### config.mk
export PLATFORM = sky130hd
export DESIGN_NAME = cap_sched
export DESIGN_NICKNAME = d
export VERILOG_FILES = /design/src/rtl/cap_sched.sv
export SDC_FILE = /design/constraint.sdc
export NUM_CORES = 1
export LEC_CHECK = 0
export BUFFER_PORTS_ARGS = -buffer_cell sky130_fd_sc_hd__buf_2
export CAP_MARGIN = 20
export CORE_MARGIN = 4
export CORE_UTILIZATION = 40
export CTS_CLUSTER_DIAMETER = 200
export DETAILED_ROUTE_END_ITERATION = 6
export GPL_TIMING_DRIVEN = 1
export PLACE_DENSITY = 0.6
export SYNTH_ARGS = -nofsm -noshare
export SYNTH_HDL_FRONTEND = slang
export SYNTH_SLANG_ARGS = --single-unit
### constraint.sdc
create_clock -name clk -period 4.5 [get_ports clk]
set_clock_uncertainty 0.15 [all_clocks]
set_input_delay 0.9 -clock clk [delete_from_list [all_inputs] [get_ports clk]]
set_output_delay 0.9 -clock clk [all_outputs]
set_load 0.1 [all_outputs]
### src/rtl/cap_sched.sv
// Two-requester round-robin capture scheduler: grant, one-cycle capture strobe, then hold.
// Optional per-requester grant counters are enabled by defining CAP_SCHED_STATS_EN.
module cap_sched #(
  parameter int HOLD_CYCLES = 2
) (
  input  logic       clk,
  input  logic       rst,
  input  logic       req0_valid,
  input  logic [3:0] req0_data,
  output logic       req0_ready,
  input  logic       req1_valid,
  input  logic [3:0] req1_data,
  output logic       req1_ready,
  output logic       cap_en,
  output logic [3:0] cap_data,
  output logic       cap_src,
  output logic       busy,
  output logic [3:0] q_out
`ifdef CAP_SCHED_STATS_EN
  ,
  output logic [7:0] gnt_cnt0,
  output logic [7:0] gnt_cnt1
`endif
);

  localparam logic [1:0] ST_IDLE    = 2'd0;
  localparam logic [1:0] ST_CAPTURE = 2'd1;
  localparam logic [1:0] ST_HOLD    = 2'd2;
  localparam logic [3:0] LP_HOLD    = 4'(HOLD_CYCLES);

  logic [1:0] r_state;
  logic [3:0] r_hold_cnt;
  logic       r_ptr;
  logic       r_cap_en;
  logic [3:0] r_cap_data;
  logic       r_cap_src;
  logic       r_busy;
  logic [3:0] r_q_out;

  logic       w_any;
  logic       w_win;
  logic       w_hs;
  logic [3:0] w_win_data;

  // Under contention the requester not granted last wins; otherwise the lone valid one.
  assign w_any      = req0_valid | req1_valid;
  assign w_win      = (req0_valid && req1_valid) ? ~r_ptr : req1_valid;
  assign w_win_data = w_win ? req1_data : req0_data;
  assign w_hs       = rst && (r_state == ST_IDLE) && w_any;

  assign req0_ready = w_hs && !w_win;
  assign req1_ready = w_hs && w_win;

  assign cap_en   = r_cap_en;
  assign cap_data = r_cap_data;
  assign cap_src  = r_cap_src;
  assign busy     = r_busy;
  assign q_out    = r_q_out;

  always_ff @(posedge clk) begin
    if (!rst) begin
      r_state    <= ST_IDLE;
      r_hold_cnt <= 4'd0;
      r_ptr      <= 1'b1;
      r_cap_en   <= 1'b0;
      r_cap_data <= 4'd0;
      r_cap_src  <= 1'b0;
      r_busy     <= 1'b0;
      r_q_out    <= 4'd0;
    end else begin
      case (r_state)
        ST_IDLE: begin
          if (w_hs) begin
            r_state    <= ST_CAPTURE;
            r_ptr      <= w_win;
            r_cap_en   <= 1'b1;
            r_cap_data <= w_win_data;
            r_cap_src  <= w_win;
            r_busy     <= 1'b1;
          end
        end
        ST_CAPTURE: begin
          r_cap_en <= 1'b0;
          r_q_out  <= r_cap_data;
          if (HOLD_CYCLES > 0) begin
            r_state    <= ST_HOLD;
            r_hold_cnt <= LP_HOLD;
          end else begin
            r_state <= ST_IDLE;
            r_busy  <= 1'b0;
          end
        end
        ST_HOLD: begin
          // Counter reaching 1 marks the last hold cycle.
          if (r_hold_cnt <= 4'd1) begin
            r_state    <= ST_IDLE;
            r_hold_cnt <= 4'd0;
            r_busy     <= 1'b0;
          end else begin
            r_hold_cnt <= r_hold_cnt - 4'd1;
          end
        end
        default: begin
          r_state <= ST_IDLE;
          r_busy  <= 1'b0;
        end
      endcase
    end
  end

`ifdef CAP_SCHED_STATS_EN
  logic [7:0] r_gnt_cnt0;
  logic [7:0] r_gnt_cnt1;

  assign gnt_cnt0 = r_gnt_cnt0;
  assign gnt_cnt1 = r_gnt_cnt1;

  always_ff @(posedge clk) begin
    if (!rst) begin
      r_gnt_cnt0 <= 8'd0;
      r_gnt_cnt1 <= 8'd0;
    end else begin
      if (req0_ready && (r_gnt_cnt0 != 8'hFF)) r_gnt_cnt0 <= r_gnt_cnt0 + 8'd1;
      if (req1_ready && (r_gnt_cnt1 != 8'hFF)) r_gnt_cnt1 <= r_gnt_cnt1 + 8'd1;
    end
  end
`endif

endmodule
# Yosys cells after proc, flatten, opt, wreduce, memory -nomap -nowiden
# Index checks and enable logic that the tools add are counted.
# totals
ff_bits	18
latch_bits	0
ram_bits	0
mem_bits_ro	0
in_bits	12
out_inout_bits	13
word_cells	41
n_memories	0
# op_classes
add_sub_neg	1
n_mul	0
n_div	0
n_lt_le_gt_ge	1
eq_ne	4
n_shift	0
muxes	11
n_bitwise	3
n_reduce_logical	13
# ops
cell	n
4-bit two-way mux	2
4-bit one-hot mux with 2 select lines	1
2-bit one-hot mux with 3 select lines	1
2-bit AND reduction	3
1-bit logical AND	5
4-bit by 1-bit less-or-equal comparator with 1-bit output (second input constant)	1
2-bit two-way mux	2
2-bit != test (second input constant)	2
2-bit nonzero test	2
4-bit by 1-bit subtractor with 4-bit output (second input constant)	1
1-bit two-way mux	3
1-bit one-hot mux with 3 select lines	1
3-bit AND reduction	1
2-bit by 1-bit equality test with 1-bit output (second input constant)	1
2-bit equality test (second input constant)	1
2-bit zero test	1
1-bit inverter	2
1-bit one-hot mux with 2 select lines	1
1-bit zero test	1
1-bit bitwise OR	1

# Logic depth before layout (Yosys ltp)
# logic_depth
depth_word	5
mapped_depth	7

# Worst setup path after synthesis
# Ideal clock, no wire load.
# synth_path
path_kind	in2out
start	in rst
end	out req1_ready
arrival_time_ps	2044
required_ps	3450
path_slack_ps	1406
path_stages	3
path_buffers	1
cell_sequence	buf_6 nand3_1 a21oi_2
# synth_via
elab_chain_len	3
# synth_rtl
element	line	source
from (decl)	7	input logic rst,
1-bit logical AND (2 in a row)	49	assign w_hs = rst && (r_state == ST_IDLE) && w_any;
1-bit logical AND	52	assign req1_ready = w_hs && w_win;
to (decl)	13	output logic req1_ready,
# No other way between the ends.

# Final worst setup path
# Same ends and word-level chain as after synthesis.

==> metrics.md <==
| Metric | Value |
|---|---|
| Gate Count Post-Synth | `95` |
| Total Power | `0.4191 mW` |
| DR vias/cell | `5.069` |
| CTS Hold Bufs | `0` |
| Leading area contributor after synthesis | `dfxtp_1` |
| Crit. End Element | `primary output` |
| Startpoint Class | `primary input` |
| Final setup TNS | `0 ns` |
| Crit-path max FO | `10` |
| Mean Syn Cell Area | `9.035 um2` |
| Cell mode on critical path | `buf_2` |
| Number of global-route vias before repair | `711` |
| Leak | `0.4335 nW` |
| Crit-path cells | `buf_2 > nand3_1 > a21oi_2 > buf_2` |
| IO buf count | `24` |
| Top post-synthesis cells by area | `dfxtp_1 (42%), ha_1 (7.3%), a21oi_1 (5.8%)` |
| Max Cap Violations | `0` |
| Max stage delay on crit path | `0.49 ns` |
| Rows | `16` |
| Postcts setup bufs | `0` |
| Post-CTS sizing | `0` |
| Vias post-DR | `735` |
| Fill cell count | `208` |
| Fmax | `333.1 MHz` |
| Post-synthesis register bit count | `18` |
| Syn Nets | `112` |
| CP endpoint | `req1_ready` |
| Fraction of layout cells with a size suffix above 1 | `28.81%` |
| GRT Util Overall | `14.50%` |
| CTS tree | `done` |
| Post-DR wirelength/cell | `12.21 um` |
| Met3 Wirelength | `111 um` |
| Sw power | `0.1632 mW` |
| Synth warn | `0` |
| Nets | `136` |
| Clock Sinks | `18` |
| Pre-antenna DRT Iters | `4` |
| Routed Antenna Nets | `0` |
| Worst R2R End | `busy` |
| Die area | `2951 um2` |
| Post-DP HPWL | `1291 um` |
| Int Power | `0.2559 mW` |
| Antenna violations before repair | `0` |
| CTS Buf Count | `3` |
| Chip height | `54.32 um` |
| Core area | `2002 um2` |
| Worst Tran Pin Value | `0.4880 ns` |
| Netlist cell types | `27` |
| Relative slew slack | `67.69%` |
| Netlist Area Pre-Place | `858.3 um2` |
| Slowest stage cell, crit path | `buf_2` |
| Register-to-Register Setup Slack | `2.82 ns` |
| Initial drt markers | `6` |
| CTS HTree Levels | `1` |
| Hold Path Class | `reg -> reg` |
| Setup violators final | `0` |
| CP Class | `in -> out` |
| Final worst path period need | `3.002 ns` |
| Register-to-Register Path Depth | `6` |
| Clock transition at the registers of the reported paths | `0.10 ns` |
| First-pass GRT wire length | `3063 um` |
| Pwr dens | `416.1 nW/um2` |
| Routed WL | `1771 um` |
| Clk buf depth | `2` |
| Peak VDD IR | `0.2085 mV` |
| Comb pwr share | `33.4%` |
| Area growth syn-to-layout | `17.35%` |
| Worst skew pair latency | `0.29 ns` |
| RSZ-0062 raised after global routing | `no` |
| Status | `complete, no violations` |
| Initial Utilization | `42.87%` |
| Origin of the worst setup path | `rst` |
| Final hold violations | `0` |
| Part of the power in registers | `42.8%` |
| Slew Viols, Final | `0` |
| Ports | `25` |
| R2R Path Start | `r_hold_cnt[0]` |
| Tcrit/Tclk final | `66.71%` |
| Arrival @ worst endpoint | `1.95 ns` |
| Clock Power Share | `23.9%` |
| Post-route DRC | `0` |
| Largest net degree at the start of global routing | `13` |
| Met1 Wirelength | `890 um` |
| Register area share after synthesis | `41.98%` |
| Synth top area share | `41.98%` |
| CP required | `3.45 ns` |
| Gpl congestion | `0.8102` |
| Met2 WL | `755 um` |
| DR top layer | `met4` |
| Die Width | `54.32 um` |
| Ant. Diodes | `0` |
| Root Buffer Master | `clkbuf_4` |
| Gr ovfl total | `0` |
| Sw Share | `38.95%` |
state kept, by name, summed over array words and instances (netlist names):
register	flops
q_out	4
r_hold_cnt	4
busy	1
cap_src	1
r_state	2
cap_data	4
cap_en	1
r_ptr	1
cell type report:
type / instances / area, um2 / share of cell area [%]
multi-input combinational: 66 / 434.2 / 43.11
sequential: 18 / 360.3 / 35.78
timing repair buffer: 24 / 120.1 / 11.93
clock buffer: 4 / 36.28 / 3.602
tap: 27 / 33.78 / 3.354
inverter: 6 / 22.52 / 2.236
worst min path at each step:
stage / from / endpoint / cells after the start
CTS: cap_data[3] / cap_data[3] / 2
floorplan: r_state[1] / r_state[1] / 2
detailed placement: cap_en / cap_en / 2
global placement: cap_en / cap_en / 2
finish: cap_en / cap_en / 2
global route: cap_data[3] / cap_data[3] / 2
placed cells by master, fill, tap and decap left out:
| cell type | n |
|---|---|
| buf_2 | 24 |
| dfxtp_1 | 18 |
| a21oi_1 | 10 |
| nand2_1 | 9 |
| nor2_1 | 7 |
| inv_1 | 6 |
| mux2i_1 | 5 |
| a22oi_1 | 5 |
| ha_1 | 5 |
| nand2b_1 | 3 |
| o21ai_0 | 3 |
| nor3_1 | 3 |
| clkbuf_4 | 3 |
| nand3_1 | 2 |
| o21a_1 | 2 |
| and2_4 | 1 |
| and3_4 | 1 |
| a21oi_2 | 1 |
| nand4_1 | 1 |
| o21ai_2 | 1 |
| o31a_1 | 1 |
| nand4b_1 | 1 |
| nand3b_1 | 1 |
| a31oi_1 | 1 |
| a31o_2 | 1 |
| o31a_2 | 1 |
| or2_0 | 1 |
| clkbuf_8 | 1 |
cells in the mapped netlist (all sizes together):
library cell,instances
a31oi,1
nand4,1
o31a,2
nand3,2
nand2,9
nor3,3
nor2,7
a22oi,5
o21ai,4
and3,1
nand2b,3
inv,6
buf,3
or2,1
clkbuf,2
nand3b,1
ha,5
a21oi,11
dfxtp,18
o21a,2
and2,1
nand4b,1
a31o,1
mux2i,5
critical path: cells and delay by family:
family	cells	cell delay, ns
buffers and inverters	2	0.66
AOI/OAI and AO/OA	1	0.27
and+or+nand+nor	1	0.11
metal layers:
| metal | vias to the layer above | track usage, % |
|---|---|---|
| li1 | 374 | - |
| met1 | 340 | 19.60 |
| met2 | 19 | 21.91 |
| met3 | 2 | 2.452 |
| met4 | 0 | 7.469 |
| met5 | - | 0 |
kinds of logic after synthesis:
kind of cell | after synthesis | share of synthesized area (%)
multiplexers | 5 | 5.831
buffers and inverters | 11 | 7.434
AND/OR/NAND/NOR | 30 | 17.79
flip-flops | 18 | 41.98
AO/OA/AOI/OAI | 26 | 19.68
adder cells (fa/ha/maj) | 5 | 7.289
stage by stage:
step | setup slack (ns) | area, um2 | hold WS [ns] | instances | utilization, %
after floorplan | 1.406 | 858.3 | 0.3015 | 95 | -
after global placement | 1.516 | 970.9 | 0.3002 | 141 | 48.50
after detailed placement | 1.494 | 970.9 | 0.3115 | 141 | 48.50
after CTS | 1.491 | 1007 | 0.3270 | 145 | 50.31
after global routing | 1.417 | 1007 | 0.3508 | 145 | 50.31
final | 1.498 | 1007 | 0.3211 | 145 | 50.31
power groups by stage:
| stage | clock (mW) | sequential (mW) | combinational [mW] |
|---|---|---|---|
| floorplan | 0 | 0.238 | 0.0641 |
| global placement | 0 | 0.183 | 0.140 |
| detailed placement | 0 | 0.183 | 0.140 |
| CTS | 0.104 | 0.179 | 0.141 |
| global route | 0.112 | 0.181 | 0.150 |
| finish | 0.100 | 0.179 | 0.140 |
(Power assumes the default switching activity.)
